### src/rtl/display_scan_ctrl.sv
// display_scan_ctrl: four-digit multiplexed 7-segment scanner with blanking and frame-synchronous double-buffered value.
module display_scan_ctrl #(
  parameter int DIV   = 50000,
  parameter int BLANK = 16
) (
  input  logic        clk,
  input  logic        reset,
  input  logic        en,
  input  logic [15:0] value,
  input  logic        load,
  input  logic [3:0]  dp_en,
  input  logic [3:0]  digit_en,
  output logic [3:0]  an_n,
  output logic [6:0]  seg_n,
  output logic        dp_n,
  output logic        busy,
  output logic        frame_done
);
  localparam int CW = $clog2(DIV);
  localparam logic [CW-1:0] LAST = CW'(DIV - 1);
  localparam logic [CW-1:0] BLK  = CW'(BLANK);

  logic [CW-1:0] cnt_q, cnt_d;
  logic [1:0]    idx_q, idx_d;
  logic [15:0]   pend_q, pend_d, shadow_q, shadow_d;
  logic          busy_q, busy_d, fd_q, fd_d, dp_n_q, dp_n_d;
  logic [3:0]    an_n_q, an_n_d, nib;
  logic [6:0]    seg_n_q, seg_n_d;
  logic          slot_end, boundary, an_on;

  assign slot_end = en && cnt_q == LAST;
  assign boundary = slot_end && idx_q == 2'd3;
  assign an_on    = en && cnt_q >= BLK && digit_en[idx_q];
  assign nib      = shadow_q[{idx_q, 2'b00} +: 4];

  // Shadow only moves on the frame boundary so a frame never tears; a load on that very edge bypasses pending.
  always_comb begin
    cnt_d    = !en ? cnt_q : slot_end ? '0 : cnt_q + 1'b1;
    idx_d    = idx_q + {1'b0, slot_end};
    pend_d   = load ? value : pend_q;
    busy_d   = boundary ? 1'b0 : (load | busy_q);
    shadow_d = !boundary ? shadow_q : load ? value : busy_q ? pend_q : shadow_q;
    fd_d     = boundary;
    an_n_d   = an_on ? ~(4'b0001 << idx_q) : 4'hF;
    dp_n_d   = ~(an_on & dp_en[idx_q]);
  end

  always_comb begin
    seg_n_d = 7'h7F;
    case (nib)
      4'h0: seg_n_d = 7'h40;
      4'h1: seg_n_d = 7'h79;
      4'h2: seg_n_d = 7'h24;
      4'h3: seg_n_d = 7'h30;
      4'h4: seg_n_d = 7'h19;
      4'h5: seg_n_d = 7'h12;
      4'h6: seg_n_d = 7'h02;
      4'h7: seg_n_d = 7'h78;
      4'h8: seg_n_d = 7'h00;
      4'h9: seg_n_d = 7'h10;
      4'hA: seg_n_d = 7'h08;
      4'hB: seg_n_d = 7'h03;
      4'hC: seg_n_d = 7'h46;
      4'hD: seg_n_d = 7'h21;
      4'hE: seg_n_d = 7'h06;
      4'hF: seg_n_d = 7'h0E;
      default: seg_n_d = 7'h7F;
    endcase
  end

  always_ff @(posedge clk or posedge reset) begin
    if (reset) begin
      cnt_q    <= '0;
      idx_q    <= '0;
      pend_q   <= '0;
      shadow_q <= '0;
      busy_q   <= 1'b0;
      fd_q     <= 1'b0;
      an_n_q   <= 4'hF;
      seg_n_q  <= 7'h7F;
      dp_n_q   <= 1'b1;
    end else begin
      cnt_q    <= cnt_d;
      idx_q    <= idx_d;
      pend_q   <= pend_d;
      shadow_q <= shadow_d;
      busy_q   <= busy_d;
      fd_q     <= fd_d;
      an_n_q   <= an_n_d;
      seg_n_q  <= seg_n_d;
      dp_n_q   <= dp_n_d;
    end
  end

  assign an_n       = an_n_q;
  assign seg_n      = seg_n_q;
  assign dp_n       = dp_n_q;
  assign busy       = busy_q;
  assign frame_done = fd_q;
endmodule

### config.mk
export PLATFORM = sky130hd
export DESIGN_NAME = display_scan_ctrl
export DESIGN_NICKNAME = d
export VERILOG_FILES = /design/src/rtl/display_scan_ctrl.sv
export SDC_FILE = /design/constraint.sdc
export NUM_CORES = 1
export LEC_CHECK = 0
export ABC_AREA = 1
export BUFFER_PORTS_ARGS = -buffer_cell sky130_fd_sc_hd__clkbuf_2
export CORE_MARGIN = 1
export CORE_UTILIZATION = 55
export DETAILED_ROUTE_END_ITERATION = 10
export HOLD_SLACK_MARGIN = 0.03
export PLACE_DENSITY = 0.76
export RECOVER_POWER = 25
export SYNTH_ARGS = -nofsm -noshare
export SYNTH_HDL_FRONTEND = slang
export SYNTH_SLANG_ARGS = --single-unit
### constraint.sdc
create_clock -name clk -period 3.8 [get_ports clk]
set_clock_uncertainty 0.05 [all_clocks]
set_input_delay 0.38 -clock clk [delete_from_list [all_inputs] [get_ports clk]]
set_output_delay 0.38 -clock clk [all_outputs]
set_load 0.05 [all_outputs]
==> results of run 1 <==
## cells in the final DEF, fill, tap and decap left out, types with 2 or more instances in the layout
cell	netlist	routed
nand2_1	177	177
dfrtp_1	52	52
clkbuf_2	0	41
nand3_1	34	34
inv_1	33	33
nor2_1	32	32
nand4_1	24	24
dfstp_2	12	12
clkbuf_8	0	11
ha_1	9	9
inv_2	6	6
o21ai_0	5	5
xor2_1	5	5
nor2_2	3	3
nand2_2	3	3
nor3_1	3	3
a21oi_1	2	2
clkbuf_1	2	2
clkinv_2	0	2
## layout make-up
type	instances	area, µm²
Sequential cell	64	1620
Multi-Input combinational cell	306	1440
Tap cell	72	90.1
Clock buffer	13	159
Timing Repair Buffer	42	213
Fill cell	500	1930
Clock inverter	3	17.5
Inverter	39	146
## worst max-delay path by stage
stage / startpoint / to / cells after the start
finish: idx_q[0]$_DFF_PP0_ / seg_n[6]$_DFF_PP1_ / 11
global placement: load / shadow_q[7]$_DFFE_PP0P_ / 5
floorplan: reset / busy$_DFF_PP0_ / 1
CTS: idx_q[0]$_DFF_PP0_ / seg_n[6]$_DFF_PP1_ / 11
detailed placement: load / shadow_q[2]$_DFFE_PP0P_ / 5
global route: idx_q[0]$_DFF_PP0_ / seg_n[6]$_DFF_PP1_ / 11
## registers in the layout, summed over array words and instances, names as in the netlist
signal	cells
shadow_q	16
an_n	4
cnt_q	16
idx_q	2
dp_n	1
frame_done	1
busy	1
seg_n	7
pend_q	16
## stage by stage
stage | setup WS [ns] | hold WS, ns | std cells
floorplan | 1.79 | 0.388 | 421
global placement | 1.74 | 0.409 | 523
detailed placement | 1.65 | 0.410 | 523
CTS | 1.76 | 0.198 | 539
global route | 1.54 | 0.224 | 539
finish | 1.76 | 0.214 | 539
## power groups by stage
| stage | Sequential, mW | Combinational [mW] | Clock (mW) |
|---|---|---|---|
| after floorplan | 0.787 | 0.144 | 0 |
| after global placement | 0.794 | 0.188 | 0 |
| after detailed placement | 0.796 | 0.194 | 0 |
| after CTS | 0.785 | 0.196 | 0.534 |
| after global routing | 0.793 | 0.225 | 0.567 |
| final | 0.786 | 0.194 | 0.528 |
## critical path: stages, from the launching register on
cell     delay (ns)
dfrtp_1        0.51
inv_2          0.15
nor2_1         0.12
nand2_1        0.09
nand2_1        0.05
nor2_1         0.34
inv_1          0.15
ha_1           0.24
nand2_1        0.10
nand2_1        0.06
nand2_1        0.05
nand2_1        0.05
## kinds of logic (layout without fill, tap and decap cells)
family | Yosys count | count (layout)
buffers and inverters | 51 | 97
DFF | 64 | 64
adders and majority gates | 9 | 9
AOI/OAI and AO/OA | 10 | 10
and+or+nand+nor | 282 | 282
xor gates and xnor gates | 5 | 5
## routing by layer
layer | global-route usage, % | vias up | share of wire, %
met4 | 11.8 | 0 | 2.0
met3 | 4.02 | 12 | 5.6
met5 | 0 | - | 0
li1 | - | 1411 | -
met1 | 33.3 | 1244 | 47
met2 | 39.4 | 84 | 46
==> flow_summary_export.csv, run 1 <==
group,metric,value,unit
power_and_ir_drop,power.density,410,nW/µm²
timing,setup_viol,0,
clocking,clk_latency,0.35,ns
synth,syn_avg_cell_area,7.77,µm²
timing,final_hold_viol_count,0,
clocking,cts_hold_buf,0,
clocking,cts_sinks,64,
die,coreArea,5610,µm²
die,initial_utilization,58.3,%
min_path,hp-class,"in2reg",
global_routing,grt_pass1_vias,2663,
clocking,postCtsSetupBuffers,0,
timing,tns,0,ns
synth,synthMuxAreaShare,0,%
clocking,cts-resized-gates,0,
clocking,cts.path.max_buffers,2,
synth,synth_xor_area_share,1.34,%
synth,syn_area,3270,µm²
clocking,htree_levels,3,
global_routing,grt_max_degree,45,
synth,synth_edf_count,0,
outcome,outcome,"complete, but fails checks",
synth,syn-num-nets,458,
timing,slew_violations,45,
critical_path,cp_max_fo,11,
power_and_ir_drop,total_power,1.51,mW
power_and_ir_drop,power_frac_clock,35.0,%
routing,post_drt_via_cell_ratio,5.10,
timing,max_slew.worst_pin.slew,1.62,ns
global_routing,grt_overflow,0,
critical_path,r2r_start,"idx_q[0]$_DFF_PP0_",
synth,synth_top_area_share,39.8,%
die,std_cell_rows,27,
critical_path,r2r-end,"seg_n[6]$_DFF_PP1_",
critical_path,startpoint_type,"flop",
routing,drt_wl_total,6760,µm
power_and_ir_drop,p_int,1.07,mW
timing,max_freq,0.490,GHz
min_path,hp-start,"value[7]",
place,place.detailed.hpwl,4930,µm
clocking,numCtsBuffers,9,
power_and_ir_drop,leakagePower,2.09,nW
finish,areaGrowthSynthToFinish,12.5,%
synth,netlist_instances,421,
synth,synth-main-ff-cell,"dfrtp_1",
power_and_ir_drop,ir_drop,0.292,mV
power_and_ir_drop,switching_share,29.0,%
critical_path,critPathArrivalTime,2.26,ns
finish,diodes,0,
place,io_buffers,41,
synth,synth.distinct_cells,28,
synth,synthSimpleGateAreaFrac,37.5,%
synth,yosysTopAreaCell,"dfrtp_1",
timing,fin_crit_sh,53.7,%
min_path,whs_path_depth,3,
finish,drive_gt1_share,18.0,%
run,max_cap_viol_count,1,
synth,ys_ff_latch,64,
critical_path,crit_required,4.02,ns
critical_path,r2r_slack,1.76,ns
critical_path,end_kind,"flop",
routing,vias,2751,
global_routing,grtUsageTotal,24.9,%
global_routing,antenna_found_initial,0,
routing,drt_iter0_markers,160,
routing,remaining_drc_errors,0,
die,die_w,79.1,µm
die,io_pins,42,
timing,rsz0062_at_grt,"no",
routing,firstDrtPassIters,5,
synth,synth_top_family_by_area,"simple AND/OR/NAND/NOR gates",
synth,postSynth.asyncResetShare,100,%
finish,final_nets,499,
synth,synth_compound_area_share,1.68,%
timing,period_needed,2.04,ns
critical_path,criticalPathCategory,"reg2reg",
power_and_ir_drop,seqPwrFrac,52.1,%
routing,drt-wirelength-per-cell,12.5,µm
routing,drtAntennaViolNets,0,
place,gp_congestion,0.913,
timing,timing.slew.headroom,-8.05,%
global_routing,grt_pass1_wl,11900,µm
synth,synth_area_leaders,"dfrtp_1 40%, nand2_1 20%, dfstp_2 9.6%",
finish,final_core_util,65.6,%
outcome,violations,"capacitance limit, slew limit",
min_path,hold_end,"pend_q[7]$_DFFE_PP0P_",
place,dpl_cell_area,3500,µm²
synth,yosysSeqAreaShare,49.4,%
power_and_ir_drop,power.switching,0.437,mW
finish,finalInstanceArea,3680,µm²
synth,synth_common_cells,"177 x nand2_1, 52 x dfrtp_1, 34 x nand3_1",
die,die_h,79.1,µm
clocking,cts_root_buf,"clkbuf_8",
critical_path,rr_worst_depth,11,
synth,synth_fa_ha_area_share,3.44,%
synth,synth.most_common_cell,"nand2_1",
clocking,cts_tree,"built",
synth,synth_warnings,0,
clocking,clk_pin_slew,0.08,ns
power_and_ir_drop,comb_power_share,12.9,%
die,die_area,6260,µm²
Note: power is estimated with default switching activity, not from simulation.
==> run 2: changes to the inputs <==
--- a/config.mk
+++ b/config.mk
@@ -5,13 +5,13 @@
 export SDC_FILE = /design/constraint.sdc
 export NUM_CORES = 1
 export LEC_CHECK = 0
-export ABC_AREA = 1
+export ABC_AREA = 0
 export BUFFER_PORTS_ARGS = -buffer_cell sky130_fd_sc_hd__clkbuf_2
 export CORE_MARGIN = 1
-export CORE_UTILIZATION = 55
+export CORE_UTILIZATION = 51
 export DETAILED_ROUTE_END_ITERATION = 10
 export HOLD_SLACK_MARGIN = 0.03
-export PLACE_DENSITY = 0.76
+export PLACE_DENSITY = 0.75
 export RECOVER_POWER = 25
 export SYNTH_ARGS = -nofsm -noshare
 export SYNTH_HDL_FRONTEND = slang
==> constraint.sdc (replaced) <==
create_clock -name clk -period 1.8 [get_ports clk]
set_clock_uncertainty 0.05 [all_clocks]
set_input_delay 0.18 -clock clk [delete_from_list [all_inputs] [get_ports clk]]
set_output_delay 0.18 -clock clk [all_outputs]
set_load 0.05 [all_outputs]
==> run 2 against run 1 <==
  * Non-clock buffer count grew 43
  * Largest cell class unchanged
  * The flow finishes with violations (setup timing)
  * Sequential share of layout area shrank 2.9 points
  * Critical path depth is 6 lower
  * Sequential cell count stayed put
  * First-iteration DRC count down 45%
  * Power rose by 130%
  * Synthesized cell count is 48% lower
  * Wire length down 11%
  * Global-route usage down 4.1 points
  * Highest routed layer unchanged
  * Area after synthesis fell by 9.7%
  * Critical path type unchanged
  * Final cell count is 29% lower
==> flow_summary_export.csv, run 2 <==
group,metric,value,unit
finish,diodes,0,
critical_path,critPathArrivalTime,2.18,ns
timing,tns,-3.20,ns
place,io_buffers,41,
synth,synth-main-ff-cell,"dfrtp_1",
clocking,numCtsBuffers,9,
routing,firstDrtPassIters,4,
routing,drt-wirelength-per-cell,15.6,µm
die,io_pins,42,
power_and_ir_drop,comb_power_share,16.3,%
clocking,cts.path.max_buffers,2,
clocking,clk_latency,0.33,ns
synth,synth_area_leaders,"dfrtp_1 44%, dfstp_2 11%, mux2_2 9.1%",
die,coreArea,5540,µm²
global_routing,grt_max_degree,65,
die,die_h,78.1,µm
clocking,clk_pin_slew,0.07,ns
global_routing,grt_util_met3,3.95,%
synth,synth_warnings,0,
place,post-place-ws,-0.271,ns
timing,rsz0062_at_grt,"yes",
timing,max_slew.worst_pin.slew,0.845,ns
finish,final_nets,343,
place,place.detailed.hpwl,3870,µm
min_path,hold_end,"pend_q[7]$_DFFE_PP0P_",
place,gp_congestion,0.827,
critical_path,crit_required,1.98,ns
outcome,outcome,"complete, but fails checks",
global_routing,grt_pass1_wl,9380,µm
synth,yosysTopAreaCell,"dfrtp_1",
clocking,htree_levels,3,
die,initial_utilization,53.3,%
critical_path,r2r_slack,-0.21,ns
timing,fin_ws,-0.206,ns
synth,syn_area,2950,µm²
timing,max_freq,0.498,GHz
routing,post_drt_via_cell_ratio,5.22,
global_routing,busiest_layer,"met2",
critical_path,cp_max_fo,16,
synth,yosysSeqAreaShare,54.7,%
power_and_ir_drop,power.switching,0.878,mW
power_and_ir_drop,power_frac_clock,37.3,%
critical_path,slowest_delay,0.55,ns
synth,syn-num-nets,256,
critical_path,rr_worst_depth,5,
synth,netlist_instances,219,
die,die_area,6100,µm²
die,std_cell_rows,27,
global_routing,met2_usage,32.6,%
global_routing,grt_pass1_vias,2016,
global_routing,gr-usage-met1,26.9,%
timing,timing.slew.headroom,43.7,%
critical_path,slowest_stage,"or4_4",
critical_path,crit_path_cell_trace,"nor4_2 -> nand2_1 -> or4_4 -> buf_12 -> mux2_4",
global_routing,grt_overflow,0,
synth,syn_avg_cell_area,13.5,µm²
critical_path,r2r_start,"cnt_q[11]$_DFFE_PP0P_",
critical_path,end_kind,"flop",
routing,drtAntennaViolNets,0,
synth,synth_common_cells,"52 x dfrtp_1, 24 x mux2_2, 12 x dfstp_2",
synth,synth.distinct_cells,43,
critical_path,r2r-end,"shadow_q[1]$_DFFE_PP0P_",
place,dp.cells,357,
timing,slew_violations,0,
routing,remaining_drc_errors,0,
min_path,hp-class,"in2reg",
synth,postSynth.asyncResetShare,100,%
finish,finalNonFillerCells,383,
finish,final_core_util,71.1,%
routing,drt_iter0_markers,88,
finish,multi_input_comb_area,1390,µm²
clocking,cts_tree,"built",
critical_path,startpoint_type,"flop",
synth,ys_ff_latch,64,
power_and_ir_drop,leakagePower,1.85,nW
synth,synth_top_area_share,44.0,%
critical_path,criticalPathCategory,"reg2reg",
global_routing,grtUsageTotal,20.8,%
outcome,violations,"setup timing",
min_path,hp-start,"value[7]",
min_path,whs_path_depth,2,
power_and_ir_drop,p_int,2.58,mW
power_and_ir_drop,switching_share,25.4,%
global_routing,antenna_found_initial,0,
timing,period_needed,2.01,ns
run,max_cap_viol_count,0,
finish,top_regs,"cnt_q x16, pend_q x16, shadow_q x16",
power_and_ir_drop,seqPwrFrac,46.4,%
die,die_w,78.1,µm
synth,synth.most_common_cell,"dfrtp_1",
finish,areaGrowthSynthToFinish,33.3,%
power_and_ir_drop,power.density,878,nW/µm²
timing,final_hold_viol_count,0,
timing,setup_viol,22,
synth,synth_edf_count,0,
clocking,cts_sinks,64,
power_and_ir_drop,ir_drop,0.488,mV
finish,layout_common_cells,"51 x dfrtp_1, 40 x clkbuf_2, 34 x buf_4",
clocking,cts_root_buf,"clkbuf_8",
routing,vias,1998,
routing,drt_wl_total,5980,µm
finish,regArea,1620,µm²
finish,drive_gt1_share,56.6,%
timing,fin_crit_sh,111,%
finish,layout_commonest_cell,"dfrtp_1",
finish,fillers,379,
-- run 2: cell types whose count changed in the layout (fill, tap and decap cells not counted), moves of 18 or more --
cell	change
inv_1	-28
nand2_1	-168
buf_4	+33
nand3_1	-28
mux2_2	+18
nor2_1	-24
nand4_1	-20
-- run 2: kinds of logic after synthesis --
logic type | share of synthesized area, %
compound gates | 4.45
mux | 19.8
fa+ha+maj | 3.81
buf+inv | 3.39
flops | 54.7
xor+xnor | 3.85
simple gates | 9.95
-- run 2: final cells by class --
cell class                      count  share of cell area, %
Tap cell                           72                   2.29
Multi-Input combinational cell    137                   35.2
Sequential cell                    64                   41.1
Timing Repair Buffer               85                   14.8
Clock inverter                      4                   1.30
Inverter                            9                   1.08
Clock buffer                       12                   4.19
-- run 2: through the flow --
step | power [mW] | cell area [µm²] | hold slack (ns)
after global placement | 2.16 | 3460 | 0.223
after global routing | 3.62 | 3940 | 0.0389
after floorplan | 1.93 | 2970 | 0.257
final | 3.46 | 3940 | 0.0379
after CTS | 3.48 | 3770 | 0.0305
after detailed placement | 2.17 | 3460 | 0.233
-- run 2: timing repair --
item                                   in CTS  in global routing
gates resized for setup                    10                 32
pin swaps                                   3                 10
setup buffers                               3                  5
endpoints found under the hold margin      53                  0
setup endpoints to repair                  18                 33
hold buffers                                2                  0
-- run 2: worst max-delay path, delay by kind of cell (launching register included) --
| family | cells | cell delay (ns) |
|---|---|---|
| mux | 1 | 0.30 |
| buf+inv | 1 | 0.18 |
| flops | 1 | 0.39 |
| simple gates | 3 | 0.98 |
-- run 2: worst max-delay path by stage --
stage                           from                       to  cells past startpoint
5_1_grt         cnt_q[1]$_DFFE_PP0P_  shadow_q[5]$_DFFE_PP0P_                      6
3_3_place_gp    cnt_q[0]$_DFFE_PP0P_  shadow_q[6]$_DFFE_PP0P_                      6
6_report       cnt_q[11]$_DFFE_PP0P_  shadow_q[1]$_DFFE_PP0P_                      5
3_5_place_dp    cnt_q[1]$_DFFE_PP0P_  shadow_q[2]$_DFFE_PP0P_                      6
4_1_cts         cnt_q[1]$_DFFE_PP0P_  shadow_q[1]$_DFFE_PP0P_                      6
2_1_floorplan   cnt_q[0]$_DFFE_PP0P_  shadow_q[0]$_DFFE_PP0P_                      8
-- run 2: power groups by stage --
stage          clock network [mW]  logic, mW  registers [mW]
2_1_floorplan                   0      0.257            1.67
3_3_place_gp                    0      0.535            1.62
3_5_place_dp                    0      0.548            1.63
4_1_cts                      1.32      0.559            1.60
5_1_grt                      1.39      0.617            1.61
6_report                     1.29      0.564            1.60
-- run 2: layer usage --
layer,routed length (µm),up-vias,part of all wire [%]
met3,177,13,3.0
met4,128,0,2.1
met1,2720,997,45
met5,0,-,0
met2,2960,35,49
li1,-,953,-
==> run 3: changes to the inputs <==
--- a/config.mk
+++ b/config.mk
@@ -13,6 +13,7 @@
 export HOLD_SLACK_MARGIN = 0.03
 export PLACE_DENSITY = 0.75
 export RECOVER_POWER = 25
+export SETUP_SLACK_MARGIN = 0.1
 export SYNTH_ARGS = -nofsm -noshare
 export SYNTH_HDL_FRONTEND = slang
 export SYNTH_SLANG_ARGS = --single-unit
==> run 3 against run 2 <==
  * The run still ends with setup timing left
  * Clock power increased by 5%
  * Cell area rose by 1.8%
  * Via count grew 3.1%
  * Final cell count up 0.52%
  * Largest cell class unchanged
  * Largest power group unchanged
==> flow_summary_export.csv, run 3 (synthesis gave the netlist of run 2 again) <==
group,metric,value,unit
outcome,outcome,"complete, but fails checks",
outcome,violations,"setup timing",
clocking,clk_pin_slew,0.07,ns
global_routing,grt_max_degree,34,
critical_path,end_kind,"flop",
timing,final_hold_viol_count,0,
die,coreArea,5540,µm²
finish,diodes,0,
routing,top_layer,"met4",
critical_path,r2r_start,"cnt_q[1]$_DFFE_PP0P_",
die,initial_utilization,53.3,%
clocking,clk_latency,0.34,ns
global_routing,grt_pass1_wl,9410,µm
critical_path,critical_path_buf_inv_count,1,
timing,rsz0062_at_grt,"yes",
finish,final_nets,345,
routing,remaining_drc_errors,0,
timing,slew_violations,0,
routing,drtAntennaViolNets,0,
power_and_ir_drop,leakagePower,1.91,nW
routing,drt-wirelength-per-cell,15.6,µm
finish,top_regs,"cnt_q x16, pend_q x16, shadow_q x16",
die,die_h,78.1,µm
finish,areaGrowthSynthToFinish,35.7,%
clocking,htree_levels,3,
routing,wl_met3,239,µm
critical_path,crit_path_cell_trace,"ha_2 -> and4_4 -> nand4_1 -> or4_4 -> buf_12 -> mux2_4",
timing,fin_crit_sh,112,%
place,gp_congestion,0.813,
critical_path,startpoint_type,"flop",
global_routing,antenna_found_initial,0,
timing,setup_viol,21,
timing,timing.slew.headroom,51.3,%
routing,wl_met2,3060,µm
routing,wl_met1,2630,µm
critical_path,cp_top_family,"simple AND/OR/NAND/NOR gates",
routing,drt_iter0_markers,62,
timing,max_slew.worst_pin.slew,0.731,ns
critical_path,crit_start,"cnt_q[1]$_DFFE_PP0P_",
critical_path,slowest_delay,0.50,ns
die,io_pins,42,
routing,vias,2060,
finish,finalNonFillerCells,385,
critical_path,crit_required,1.98,ns
finish,layout_common_cells,"51 x dfrtp_1, 41 x clkbuf_2, 31 x buf_4",
routing,firstDrtPassIters,4,
global_routing,grt_pass1_vias,1983,
die,die_w,78.1,µm
global_routing,grtUsageTotal,20.9,%
power_and_ir_drop,ir_drop,0.583,mV
routing,drt_wl_total,6010,µm
critical_path,criticalPathCategory,"reg2reg",
run,max_cap_viol_count,0,
power_and_ir_drop,power.density,889,nW/µm²
timing,fin_ws,-0.216,ns
finish,drive_gt1_share,58.8,%
clocking,cts.path.max_buffers,2,
timing,period_needed,2.02,ns
critical_path,cp_max_fo,16,
die,die_area,6100,µm²
min_path,hp-start,"value[9]",
clocking,cts_tree,"built",
global_routing,grt_overflow,0,
routing,post_drt_via_cell_ratio,5.35,
clocking,numCtsBuffers,9,
finish,layout_commonest_cell,"dfrtp_1",
power_and_ir_drop,total_power,3.57,mW
clocking,cts_root_buf,"clkbuf_8",
min_path,hp-class,"in2reg",
place,io_buffers,41,
timing,max_freq,0.496,GHz
clocking,cts_sinks,64,
critical_path,slowest_stage,"or4_4",
die,std_cell_rows,27,
timing,timing.hold.ws,0.0417,ns
critical_path,critPathArrivalTime,2.20,ns
place,place.detailed.hpwl,3890,µm
place,dp.cells,353,
run 3: cell types whose count changed in the layout (fill, tap and decap cells not counted), moves of 2 or more:
cell      change
mux2_2        +2
clkinv_2      +2
buf_6         +5
mux2_1        -2
nand2_2       -2
ha_4          +2
nor2_1        -5
nor2_2        +5
clkbuf_8      -2
buf_4         -3
nor2b_4       -2
nand2_4       +2
run 3: power breakdown:
group	internal [mW]	switching (mW)	total, mW
clock network	0.809	0.544	1.35
logic	0.292	0.311	0.603
registers	1.55	0.0543	1.61
run 3: worst register-to-register path, delay by kind of cell (launching register included):
family | cells | cell delay (ns)
buffers and inverters | 1 | 0.18
and+or+nand+nor | 3 | 0.81
muxes | 1 | 0.31
DFF | 1 | 0.36
adders and majority gates | 1 | 0.19
run 3: metal layers:
metal  vias to the layer above  global-route usage, %
li1                        961                      -
met1                      1041                   25.8
met2                        49                   34.0
met3                         9                   6.51
met4                         0                   8.70
met5                         -                      0
run 3: final timing paths:
path | to | slack, ns | depth (start not counted)
worst max register to register | shadow_q[8]$_DFFE_PP0P_ | -0.22 | 6
worst min-delay path | pend_q[9]$_DFFE_PP0P_ | 0.04 | 2
worst max-delay path | shadow_q[8]$_DFFE_PP0P_ | -0.22 | 6
worst min register to register | pend_q[1]$_DFFE_PP0P_ | 0.45 | 1
max in group asynchronous | pend_q[2]$_DFFE_PP0P_ | 0.67 | 4
min in group asynchronous | cnt_q[12]$_DFFE_PP0P_ | 0.44 | 4
run 3: area by class of cell:
| cell class | count | area (µm²) |
|---|---|---|
| multi-input combinational | 137 | 1430 |
| inverter | 9 | 45.0 |
| fill | 352 | 1530 |
| sequential | 64 | 1620 |
| clock buffer | 10 | 138 |
| tap | 72 | 90.1 |
| timing repair buffer | 87 | 604 |
| clock inverter | 6 | 82.6 |
run 3: per-stage QoR:
step	area (µm²)	setup WS, ns	utilization, %	setup TNS (ns)
6_report	4010	-0.216	72.4	-3.21
3_5_place_dp	3480	-0.258	62.8	-3.90
4_1_cts	3810	-0.198	68.8	-2.86
2_1_floorplan	3030	-0.316	-	-4.12
3_3_place_gp	3480	-0.223	62.8	-3.41
5_1_grt	4010	-0.263	72.4	-4.52
run 3: repair_timing:
item / in CTS / in global routing
setup buffers: 4 / 11
hold buffers: 3 / 0
gates resized for setup: 12 / 33
pin swaps: 8 / 13
endpoints found under the setup margin: 32 / 40
hold endpoints to repair: 54 / 0
